**src/rtl/laser_host.sv**
```systemverilog
// Host-side driver for the laser circle-cover engine: buffers one image, streams it
// into the engine, waits for DONE, then scores the returned centres by point coverage.
module laser_host #(
  parameter int NPTS    = 40,
  parameter int R2      = 16,
  parameter int TIMEOUT = 65535
) (
  input  logic       CLK,
  input  logic       RST,
  input  logic       WR_EN,
  input  logic [5:0] WR_ADDR,
  input  logic [3:0] WR_X,
  input  logic [3:0] WR_Y,
  input  logic       START,
  output logic       READY,
  output logic       LRST,
  output logic [3:0] X,
  output logic [3:0] Y,
  input  logic [3:0] C1X,
  input  logic [3:0] C1Y,
  input  logic [3:0] C2X,
  input  logic [3:0] C2Y,
  input  logic       DONE,
  output logic       RES_VALID,
  output logic [3:0] RES_C1X,
  output logic [3:0] RES_C1Y,
  output logic [3:0] RES_C2X,
  output logic [3:0] RES_C2Y,
  output logic [5:0] SCORE,
  output logic       ERR,
  output logic [2:0] DBG_STATE
);

  typedef enum logic [2:0] {
    S_IDLE   = 3'd0,
    S_STREAM = 3'd1,
    S_WAIT   = 3'd2,
    S_SCORE  = 3'd3,
    S_REPORT = 3'd4
  } state_t;

  localparam logic [5:0]  LAST_IDX = 6'(NPTS - 1);
  localparam logic [5:0]  NPTS_W   = 6'(NPTS);
  localparam logic [15:0] WD_LAST  = 16'(TIMEOUT - 1);
  localparam logic [8:0]  R2_W     = 9'(R2);

  state_t          state, state_nxt;
  logic [7:0]      buf_mem [NPTS];
  logic [NPTS-1:0] valid;
  logic [5:0]      cnt;
  logic [15:0]     wd;
  logic [5:0]      acc;
  logic [3:0]      cap_c1x, cap_c1y, cap_c2x, cap_c2y;
  logic            wr_ok, all_valid, covered;
  logic [5:0]      stream_idx, score_idx;
  logic [7:0]      pt_next, pt_score;

  logic            lrst_d, res_valid_d, err_d;
  logic [3:0]      x_d, y_d, rc1x_d, rc1y_d, rc2x_d, rc2y_d;
  logic [5:0]      score_d;

  function automatic logic [8:0] dist2(input logic [3:0] px, input logic [3:0] py,
                                       input logic [3:0] cx, input logic [3:0] cy);
    logic [3:0] dx, dy;
    logic [8:0] ex, ey;
    dx = (px >= cx) ? px - cx : cx - px;
    dy = (py >= cy) ? py - cy : cy - py;
    ex = {5'd0, dx};
    ey = {5'd0, dy};
    return ex * ex + ey * ey;
  endfunction

  // Image buffer: writable only while idle; bitmap survives runs so an image can be re-run.
  assign wr_ok     = (state == S_IDLE) && WR_EN && (WR_ADDR < NPTS_W);
  assign all_valid = &valid;

  always_ff @(posedge CLK) begin
    if (wr_ok) buf_mem[WR_ADDR] <= {WR_X, WR_Y};
  end

  always_ff @(posedge CLK or posedge RST) begin
    if (RST)        valid <= '0;
    else if (wr_ok) valid[WR_ADDR] <= 1'b1;
  end

  always_comb begin
    stream_idx = (state == S_STREAM && cnt != LAST_IDX) ? cnt + 6'd1 : 6'd0;
    score_idx  = (cnt < NPTS_W) ? cnt : 6'd0;
    pt_next    = buf_mem[stream_idx];
    pt_score   = buf_mem[score_idx];
    covered    = (dist2(pt_score[7:4], pt_score[3:0], cap_c1x, cap_c1y) <= R2_W) ||
                 (dist2(pt_score[7:4], pt_score[3:0], cap_c2x, cap_c2y) <= R2_W);
  end

  always_ff @(posedge CLK or posedge RST) begin
    if (RST) state <= S_IDLE;
    else     state <= state_nxt;
  end

  // SCORE spends one extra cycle (cnt == NPTS) so the last point lands in acc before REPORT.
  always_comb begin
    state_nxt = state;
    case (state)
      S_IDLE:   if (START && all_valid) state_nxt = S_STREAM;
      S_STREAM: if (cnt == LAST_IDX)    state_nxt = S_WAIT;
      S_WAIT: begin
        if (DONE)              state_nxt = S_SCORE;
        else if (wd == WD_LAST) state_nxt = S_IDLE;
      end
      S_SCORE:  if (cnt == NPTS_W)      state_nxt = S_REPORT;
      S_REPORT: state_nxt = S_IDLE;
      default:  state_nxt = S_IDLE;
    endcase
  end

  always_ff @(posedge CLK or posedge RST) begin
    if (RST) begin
      cnt     <= '0;
      wd      <= '0;
      acc     <= '0;
      cap_c1x <= '0;
      cap_c1y <= '0;
      cap_c2x <= '0;
      cap_c2y <= '0;
    end else begin
      if (state_nxt != state)                          cnt <= '0;
      else if (state == S_STREAM || state == S_SCORE)  cnt <= cnt + 6'd1;

      if (state_nxt != state)  wd <= '0;
      else if (state == S_WAIT) wd <= wd + 16'd1;

      if (state == S_WAIT && state_nxt == S_SCORE)         acc <= '0;
      else if (state == S_SCORE && cnt < NPTS_W && covered) acc <= acc + 6'd1;

      if (state == S_WAIT && DONE) begin
        cap_c1x <= C1X;
        cap_c1y <= C1Y;
        cap_c2x <= C2X;
        cap_c2y <= C2Y;
      end
    end
  end

  // Outputs are decoded from the next state so they change on the same edge as the state.
  always_comb begin
    lrst_d      = (state_nxt == S_IDLE);
    x_d         = 4'd0;
    y_d         = 4'd0;
    res_valid_d = (state_nxt == S_REPORT);
    err_d       = (state == S_WAIT) && (state_nxt == S_IDLE);
    score_d     = SCORE;
    rc1x_d      = RES_C1X;
    rc1y_d      = RES_C1Y;
    rc2x_d      = RES_C2X;
    rc2y_d      = RES_C2Y;
    if (state_nxt == S_STREAM) begin
      x_d = pt_next[7:4];
      y_d = pt_next[3:0];
    end
    if (state == S_SCORE && state_nxt == S_REPORT) begin
      score_d = acc;
      rc1x_d  = cap_c1x;
      rc1y_d  = cap_c1y;
      rc2x_d  = cap_c2x;
      rc2y_d  = cap_c2y;
    end
  end

  always_ff @(posedge CLK or posedge RST) begin
    if (RST) begin
      LRST      <= 1'b1;
      X         <= '0;
      Y         <= '0;
      RES_VALID <= 1'b0;
      ERR       <= 1'b0;
      SCORE     <= '0;
      RES_C1X   <= '0;
      RES_C1Y   <= '0;
      RES_C2X   <= '0;
      RES_C2Y   <= '0;
    end else begin
      LRST      <= lrst_d;
      X         <= x_d;
      Y         <= y_d;
      RES_VALID <= res_valid_d;
      ERR       <= err_d;
      SCORE     <= score_d;
      RES_C1X   <= rc1x_d;
      RES_C1Y   <= rc1y_d;
      RES_C2X   <= rc2x_d;
      RES_C2Y   <= rc2y_d;
    end
  end

  assign READY     = (state == S_IDLE);
  assign DBG_STATE = state;

endmodule

```
**config.mk**
```make
export PLATFORM = sky130hd
export DESIGN_NAME = laser_host
export DESIGN_NICKNAME = d
export VERILOG_FILES = /design/src/rtl/laser_host.sv
export SDC_FILE = /design/constraint.sdc
export NUM_CORES = 1
export LEC_CHECK = 0
export CORE_MARGIN = 4
export CORE_UTILIZATION = 64
export CTS_CLUSTER_DIAMETER = 50
export DETAILED_ROUTE_END_ITERATION = 10
export DONT_BUFFER_PORTS = 1
export PLACE_DENSITY = 0.82
export SLEW_MARGIN = 25
export SYNTH_ARGS = -nofsm -noshare
export SYNTH_HDL_FRONTEND = slang
export SYNTH_SLANG_ARGS = --single-unit
```
**constraint.sdc**
```tcl
create_clock -name CLK -period 9.4 [get_ports CLK]
set_input_delay 1.88 -clock CLK [delete_from_list [all_inputs] [get_ports CLK]]
set_output_delay 1.88 -clock CLK [all_outputs]
set_load 0.02 [all_outputs]
```
==> qor.yml <==
outcome: "completed"
synth_most_common_cell: "nand2_1"
die_x_um: 197
hold_path.class: "reg -> reg"
cts_root_buf: "clkbuf_16"
fin_nets: 2124
drive_above_1_share: 0.123
grt_usage: 0.348
synthFlopType: "edfxtp_1"
design.die.area_sq_um: 38900
fin_crit_sh: 0.922
utilization: 0.708
clk_path_buf_depth: 3
rsz0062_at_grt: "no"
routed_wl_um: 68300
syn_area_per_cell_sq_um: 11.4
ys_ff_latch: 440
crit_path_end_kind: "flop"
syn_to_final_growth_pct: 9.37
n_antenna_cell: 0
cts_tree: "yes"
die_h_um: 197
clock_skew_ns: 0.0223
grt_pass1_wl_um: 102000
timing.fmax_mhz: 115
ioPinCount: 72
clkSinkCount: 440
wl_met2_um: 30900
clk_latency_ns: 0.60
htree_levels: 2
met1_length_um: 23800
synthCells: 2013
hold_viol: 0
path_max_fanout: 25
yosys_warnings: 0
synth_area_leaders: "edfxtp_1 42%, dfrtp_1 13%, nand2_1 5.4%"
post_cts_resized: 0
synth_top_cell_by_area: "edfxtp_1"
synth_top_cell_area_share: 0.420
cts_buffers: 47
avgRoutedWirePerCell_um: 27.5
antenna_found_initial: 1
initial_utilization: 0.647
startpoint_type: "flop"
relSlewSlack: 0.235
postCtsSetupRepairBufs: 0
drc: 0
netlist_top_cells_count: "327 x nand2_1, 320 x edfxtp_1, 150 x nand3_1"
cp_slowest_cell: "a31oi_1"
drt-initial-drc-count: 2535
dp_slack_ns: 0.962
grt_max_degree: 80
ys_async_sr_fraction: 0.273
crit_type: "reg -> reg"
wl_met3_um: 8750
place.gp.congestion: 0.942
dp.cells: 2399
fillers: 2374
syn_area_sq_um: 22900
synth_enable_flop_cells: 320
portBuffers: 0
drt_pass1_iterations: 7
fin_cells: 2487
maxCapViolations: 0
grt_overflow: 0
setup_slack_ns: 0.729
setup_violations: 0
syn_nets: 2149
route.top_layer_used: "met5"
rows: 69
cp_common_cell: "fa_1"
fin_crit_ns: 8.67
tightest_slew_ns: 1.14
clkSlewWorstSetupHoldPaths_ns: 0.06
crit_arrival_ns: 9.13
first_global_vias: 17100
routed_via_density: 7.08
hold_buffers: 0
tns_ns: 0
slew_violations: 0
drtAntennaViolNets: 0
cp_data_required_time_ns: 9.86
via_count: 17600
yosysSeqAreaShare: 0.551
cpPeakStageDelay_ns: 0.55
synth.distinct_cells: 76
core_sq_um: 35400
dp_hpwl_um: 44200
[cell families after synthesis]
| kind of cell | count (synthesis) | share of synthesized area |
|---|---|---|
| simple gates | 780 | 0.156 |
| compound gates | 365 | 0.116 |
| fa+ha+maj | 101 | 0.0650 |
| flops | 440 | 0.551 |
| buf+inv | 200 | 0.0382 |
| mux | 86 | 0.0576 |
| xor+xnor | 41 | 0.0157 |
[flip-flops by register name (all words and copies together), names as in the netlist, 3 cells and up]
name and count:
cap_c2y 4, cnt 6, RES_C2Y 4, RES_C1Y 4
cap_c1y 4, DBG_STATE 3, wd 16, SCORE 6
acc 6, cap_c1x 4, buf_mem 320, RES_C2X 4
Y 4, RES_C1X 4, cap_c2x 4, valid 40
X 4
[path summary, 6_finish.rpt]
path | from | to | slack [ns] | depth (start not counted)
worst max-delay path | cnt[3]$_DFFE_PP0P_ | acc[5]$_DFFE_PP0P_ | 0.73 | 31
worst max register to register | cnt[3]$_DFFE_PP0P_ | acc[5]$_DFFE_PP0P_ | 0.73 | 31
worst min-delay path | valid[34]$_DFFE_PP0P_ | valid[34]$_DFFE_PP0P_ | 0.47 | 1
min in group asynchronous | RST | RES_C1X[1]$_DFFE_PP0P_ | 1.23 | 1
worst min register to register | valid[34]$_DFFE_PP0P_ | valid[34]$_DFFE_PP0P_ | 0.47 | 1
max in group asynchronous | RST | valid[8]$_DFFE_PP0P_ | 7.07 | 3
[critical path, delay by kind of cell, from the launching register on]
family	cells	cell delay (ns)
xor+xnor	3	0.82
buf+inv	3	0.47
fa+ha+maj	8	3.30
simple gates	8	1.43
mux	1	0.16
flops	1	0.50
compound gates	8	1.87
[metal layers]
metal,track usage,vias up
met5,0,-
met3,0.0892,278
met2,0.531,1383
met4,0.204,2
met1,0.457,8510
li1,-,7436
[per-stage QoR]
step,instance area (sq um),hold WS (ns)
floorplan,22900,0.439
global placement,23300,0.449
detailed placement,23400,0.451
CTS,25000,0.465
global route,25100,0.470
finish,25100,0.467
[cells in the final DEF (no fill, tap or decap), types with 47 or more instances in the layout]
master	count
nand2_1	325
edfxtp_1	320
dfrtp_1	117
buf_4	47
a221oi_1	83
nand3_1	150
or2_2	47
mux2i_1	47
nor2_1	110
inv_1	75
ha_1	71
clkbuf_16	50
o21ai_0	73
[layout make-up]
cell class / instances / area (sq um) / area share
Timing Repair Buffer: 49 / 400 / 0.0160
Inverter: 77 / 292 / 0.0116
Clock inverter: 21 / 267 / 0.0106
Sequential cell: 440 / 12600 / 0.504
Clock buffer: 66 / 1390 / 0.0553
Tap cell: 461 / 577 / 0.0230
Multi-Input combinational cell: 1373 / 9510 / 0.380
Power is not shown: default switching activity piles up to over one toggle a cycle in this logic, so the estimate is an artifact.
